<file path="config.mk">
export PLATFORM = sky130hd
export DESIGN_NAME = instr_imm_packer
export DESIGN_NICKNAME = d
export VERILOG_FILES = /design/src/rtl/instr_imm_packer.sv
export SDC_FILE = /design/constraint.sdc
export NUM_CORES = 1
export LEC_CHECK = 0
export CORE_MARGIN = 8
export CORE_UTILIZATION = 46
export CTS_CLUSTER_DIAMETER = 150
export DETAILED_ROUTE_END_ITERATION = 12
export PLACE_DENSITY = 0.95
export SLEW_MARGIN = 20
export SYNTH_ARGS = -nofsm -noshare
export SYNTH_HDL_FRONTEND = slang
export SYNTH_SLANG_ARGS = --single-unit
</file>
<file path="constraint.sdc">
create_clock -name clk -period 3.5 [get_ports clk]
set_input_delay 0.7 -clock clk [delete_from_list [all_inputs] [get_ports clk]]
set_output_delay 0.7 -clock clk [all_outputs]
set_load 0.005 [all_outputs]
</file>
<file path="src/rtl/instr_imm_packer.sv">
// Packs a two's-complement immediate into RISC-V I/S/B/J instruction bit positions and flags immediates that do not fit.
// Latency: 1 clock from accept to out_valid, through a single registered output stage.
// Backpressure: in_ready = !out_valid | out_ready; outputs hold while out_ready is low. Optional INSTR_IMM_PACKER_SELFCHECK_EN adds chk_mismatch.
module instr_imm_packer #(
   parameter int ADDR_W   = 12,
   parameter int ERRCNT_W = 8
) (
   input  logic                clk,
   input  logic                rst,
   input  logic                clr,
   input  logic                in_valid,
   output logic                in_ready,
   input  logic [1:0]          src,
   input  logic [31:0]         imm,
   input  logic [31:0]         base,
   output logic                out_valid,
   input  logic                out_ready,
   output logic [31:0]         out_instr,
   output logic [ADDR_W-1:0]   out_addr,
   output logic                out_err,
   output logic [ERRCNT_W-1:0] err_cnt
`ifdef INSTR_IMM_PACKER_SELFCHECK_EN
   ,
   output logic                chk_mismatch
`endif
);

   typedef enum logic {EMPTY = 1'b0, FULL = 1'b1} state_t;

   localparam logic [1:0] SRC_I = 2'b00;
   localparam logic [1:0] SRC_S = 2'b01;
   localparam logic [1:0] SRC_B = 2'b10;
   localparam logic [1:0] SRC_J = 2'b11;

   state_t                state_q, state_d;
   logic [31:0]           instr_q, instr_d;
   logic [ADDR_W-1:0]     addr_q, addr_d;
   logic                  err_q, err_d;
   logic [ADDR_W-1:0]     cnt_q, cnt_d;
   logic [ERRCNT_W-1:0]   err_cnt_q, err_cnt_d;

   logic                  accept;
   logic                  hs;
   logic [31:0]           packed_word;
   logic                  range_err;

   // The top immediate field bits are always overwritten, so base[31:25] never reaches the output.
   logic unused_base;
   assign unused_base = ^base[31:25];

   assign out_valid = (state_q == FULL);
   assign in_ready  = !out_valid || out_ready;
   assign accept    = in_valid && in_ready;
   assign hs        = out_valid && out_ready;
   assign out_instr = instr_q;
   assign out_addr  = addr_q;
   assign out_err   = err_q;
   assign err_cnt   = err_cnt_q;

   // Scatter the immediate into the selected format and check that it fits.
   always_comb begin
      packed_word = base;
      range_err   = 1'b0;
      unique case (src)
         SRC_I: begin
            packed_word = {imm[11:0], base[19:0]};
            range_err   = (|imm[31:11]) && !(&imm[31:11]);
         end
         SRC_S: begin
            packed_word = {imm[11:5], base[24:12], imm[4:0], base[6:0]};
            range_err   = (|imm[31:11]) && !(&imm[31:11]);
         end
         SRC_B: begin
            packed_word = {imm[12], imm[10:5], base[24:12], imm[4:1], imm[11], base[6:0]};
            range_err   = ((|imm[31:12]) && !(&imm[31:12])) || imm[0];
         end
         SRC_J: begin
            packed_word = {imm[20], imm[10:1], imm[11], imm[19:12], base[11:0]};
            range_err   = ((|imm[31:20]) && !(&imm[31:20])) || imm[0];
         end
         default: begin
            packed_word = base;
            range_err   = 1'b0;
         end
      endcase
   end

   // Next-state for the output stage, address counter and error counter.
   // An item accepted on the same edge as a handshake takes the post-increment address.
   always_comb begin
      state_d   = state_q;
      instr_d   = instr_q;
      addr_d    = addr_q;
      err_d     = err_q;
      cnt_d     = cnt_q;
      err_cnt_d = err_cnt_q;

      if (hs) begin
         cnt_d = cnt_q + ADDR_W'(4);
         if (err_q && !(&err_cnt_q)) begin
            err_cnt_d = err_cnt_q + ERRCNT_W'(1);
         end
      end
      if (clr) begin
         cnt_d     = '0;
         err_cnt_d = '0;
      end

      unique case (state_q)
         EMPTY: begin
            if (accept) begin
               state_d = FULL;
            end
         end
         FULL: begin
            if (hs && !accept) begin
               state_d = EMPTY;
            end
         end
         default: state_d = EMPTY;
      endcase

      if (accept) begin
         instr_d = packed_word;
         err_d   = range_err;
         addr_d  = cnt_d;
      end
   end

   // State and datapath registers; reset discards any held word.
   always_ff @(posedge clk or posedge rst) begin
      if (rst) begin
         state_q   <= EMPTY;
         instr_q   <= '0;
         addr_q    <= '0;
         err_q     <= 1'b0;
         cnt_q     <= '0;
         err_cnt_q <= '0;
      end else begin
         state_q   <= state_d;
         instr_q   <= instr_d;
         addr_q    <= addr_d;
         err_q     <= err_d;
         cnt_q     <= cnt_d;
         err_cnt_q <= err_cnt_d;
      end
   end

`ifdef INSTR_IMM_PACKER_SELFCHECK_EN
   logic [31:0] imm_q, imm_d;
   logic [1:0]  src_q, src_d;
   logic [31:0] dec_imm;

   // Keep a copy of the original immediate and format alongside the output word.
   always_comb begin
      imm_d = imm_q;
      src_d = src_q;
      if (accept) begin
         imm_d = imm;
         src_d = src;
      end
   end

   // Shadow registers for the re-decode check.
   always_ff @(posedge clk or posedge rst) begin
      if (rst) begin
         imm_q <= '0;
         src_q <= '0;
      end else begin
         imm_q <= imm_d;
         src_q <= src_d;
      end
   end

   // Re-decode the held word with the sign-extend rules and compare to the original immediate.
   always_comb begin
      dec_imm = '0;
      unique case (src_q)
         SRC_I:   dec_imm = {{20{instr_q[31]}}, instr_q[31:20]};
         SRC_S:   dec_imm = {{20{instr_q[31]}}, instr_q[31:25], instr_q[11:7]};
         SRC_B:   dec_imm = {{19{instr_q[31]}}, instr_q[31], instr_q[7], instr_q[30:25],
                             instr_q[11:8], 1'b0};
         SRC_J:   dec_imm = {{11{instr_q[31]}}, instr_q[31], instr_q[19:12], instr_q[20],
                             instr_q[30:21], 1'b0};
         default: dec_imm = '0;
      endcase
   end

   assign chk_mismatch = out_valid && !err_q && (dec_imm != imm_q);
`endif

endmodule

</file>
==> results.tsv <==
stage	metric	value	unit
cells_and_area	drive_above_1_share	11.3	%
logic_synthesis	ys_seq_area_share	55.2	%
global_route	grt-ovfl-total	0	
logic_synthesis	synth_top_family_by_area	simple AND/OR/NAND/NOR gates	
critical_path	crit_arrival	1.99	ns
clock_tree	cts_made_buffers	9	
timing	tightest_slew	0.847	ns
clock_tree	cts_max_level	3	
power_and_ir_drop	power.leakage	1.90	nW
placement	dp.final_hpwl	5970	µm
timing	hold_viol_final	0	
clock_tree	clockBufferDepth	2	
floorplan	die-area	9350	µm²
clock_tree	cts_resized	0	
global_route	grt_start_max_net_pins	48	
power_and_ir_drop	p_per_area	403	nW/µm²
critical_path	crit_fanout	5	
critical_path	crit_path_end_kind	primary output	
timing	min_period_over_period	76.7	%
clock_tree	cts_hold_buf	0	
logic_synthesis	ys_warn_count	0	
detailed_routing	via_per_inst	5.20	
timing	relSlewSlack	43.4	%
critical_path	slowest_delay	0.56	ns
critical_path	path_class	input pin to primary output	
logic_synthesis	yosysMostFrequentCell	dfrtp_1	
logic_synthesis	netlist_area	2990	µm²
placement	io_buffers	118	
timing	setup_tns	0	ns
clock_tree	clkLatencyLatePin	0.33	ns
logic_synthesis	synth_fp_nets	347	
critical_path	required	2.80	ns
critical_path	cp_cell_sequence	clkdlybuf4s50_1, nand2b_1, clkdlybuf4s50_1	
critical_path	worst_setup_path_start_kind	input pin	
timing	drv_slew	0	
power_and_ir_drop	ir_drop	0.000306	V
critical_path	cp_slowest_cell	clkdlybuf4s50_1	
detailed_routing	avgRoutedWirePerCell	16.2	µm
logic_synthesis	synth_compound_area_share	7.35	%
critical_path	cp_common_cell	clkdlybuf4s50_1	
worst_hold_path	whs_path_depth	2	
global_route	track_usage	16.6	%
floorplan	die_x	96.7	µm
status	status	complete, no violations	
critical_path	reg2reg_depth	4	
logic_synthesis	syn_avg_cell_area	10.9	µm²
clock_tree	cts_tree	yes	
global_route	antenna_found_initial	0	
global_route	grt_pass1_vias	2615	
detailed_routing	via_count	2479	
detailed_routing	ant_nets	0	
detailed_routing	drc	0	
cells_and_area	layout.nets	468	
logic_synthesis	ys_seq_elements	66	
clock_tree	cts.clk_slew.worst_paths	0.07	ns
logic_synthesis	yosys-top-cells-area	dfrtp_1, mux2_2, mux2i_1	
placement	gp_congestion	0.764	
clock_tree	post_cts_buffers	0	
logic_synthesis	yosys.area_share.simple	14.8	%
logic_synthesis	synth_mux_area_share	14.2	%
logic_synthesis	synthXorXnorAreaFrac	5.31	%
timing	setup_violations	0	
logic_synthesis	yosys-top-cells-count	dfrtp_1, nand2_1, o21ai_0	
cells_and_area	areaGrowthSynthToFinish	47.5	%
floorplan	initial_utilization	47.4	%
floorplan	core	6310	µm²
logic_synthesis	synthCells	274	
global_route	grt_pass1_wl	13000	µm
logic_synthesis	synth_cell_types	29	
floorplan	io_pins	126	
timing	clock_skew	0.00698	ns
flow_run	maxCapViolCount	0	
cells_and_area	n_antenna_cell	0	
detailed_routing	dr.pass1.iters	4	
logic_synthesis	synth_edf_count	0	
timing	rsz0062_at_grt	false	
clock_tree	root_buffer	clkbuf_8	
detailed_routing	routed_wl	7740	µm
logic_synthesis	synth_top_area_share	55.2	%
logic_synthesis	ys.flop_type	dfrtp_1	
timing	timing.hold.ws	0.481	ns
floorplan	num_rows	29	
logic_synthesis	synth_adder_area_share	0.836	%
timing	period_minus_slack	2.69	ns
worst_hold_path	min_path_type	flop to flop	
detailed_routing	dr.first_iter.drc_count	86	
logic_synthesis	synthArstFlopShare	100	%
clock_tree	cts.sinks	66	
timing	fmax	372	MHz
logic_synthesis	yosys.area.top_type	dfrtp_1	
floorplan	die_y	96.7	µm
-- critical path, delay by kind of cell --
kind / cells / cell delay (ns)
buffers and inverters: 2 / 1.09
and+or+nand+nor: 1 / 0.19
-- final cells by class --
type / count / area, µm²
Tap cell: 77 / 96.3
Clock inverter: 7 / 46.3
Fill cell: 475 / 1900
Inverter: 4 / 15.0
Multi-Input combinational cell: 192 / 1270
Clock buffer: 9 / 124
Timing Repair Buffer: 122 / 1210
Sequential cell: 66 / 1650
-- sequential cells by signal, indices dropped and copies added, names as in the netlist --
name       count
out_addr      12
err_cnt        8
cnt_q         12
out_err        1
out_valid      1
out_instr     32
-- cell usage in the layout (no fill, tap or decap) --
master	count
clkinv_4	1
clkinvlp_4	3
o21ai_0	25
nand3b_1	1
a21oi_1	4
nand2_2	1
and3_1	5
clkbuf_8	9
clkinv_2	3
or3_1	1
mux2_2	20
nand4_1	6
mux2i_1	20
o2111ai_2	1
ha_1	2
xnor2_1	8
o31ai_1	8
nor3_1	5
nor4_1	3
nand3_1	8
xor2_1	7
inv_1	3
buf_4	4
nand2b_1	3
xor2_4	1
nand2_1	38
or4_1	2
inv_2	1
nor2_1	20
nor2b_1	2
clkdlybuf4s50_1	118
dfrtp_1	66
nor2_2	1
-- power by group --
group | switching, W | internal, W
clock network | 0.000298 | 0.000254
logic | 0.000136 | 0.000228
registers | 0.0000370 | 0.000827
total | 0.000471 | 0.00131
-- logic make-up after synthesis --
| group | count (synthesis) |
|---|---|
| AND/OR/NAND/NOR | 96 |
| flip-flops | 66 |
| multiplexers | 40 |
| AO/OA/AOI/OAI | 38 |
| XOR/XNOR | 16 |
| buffers and inverters | 16 |
| adder cells (fa/ha/maj) | 2 |
-- worst paths after layout --
kind / from / end / slack (ns)
worst max-delay path: out_ready / in_ready / 0.81
worst min-delay path: out_addr[7] / out_addr[7] / 0.48
worst max register to register: out_valid / out_addr[6] / 1.58
worst min register to register: out_addr[7] / out_addr[7] / 0.48
max in group asynchronous: rst / err_cnt[6] / 2.16
min in group asynchronous: rst / out_instr[21] / 0.67
-- metal layers --
metal	global-route usage, %	routed length, µm	up-vias
li1	-	-	1199
met5	0	0	-
met4	6.15	124	0
met2	28.2	3990	67
met1	18.1	3040	1201
met3	6.90	585	12
-- metrics by stage --
step                      total power, W  std cells  util [%]  setup WS (ns)  cell area (µm²)
final                            0.00178        477      70.0          0.814             4420
after global placement           0.00123        461      67.3          0.766             4250
after floorplan                  0.00100        274         -           1.15             2990
after CTS                        0.00180        477      70.0          0.821             4420
after global routing             0.00187        477      70.0          0.774             4420
after detailed placement         0.00125        461      67.3          0.709             4250
No activity file was read; power rests on OpenSTA's default activity.
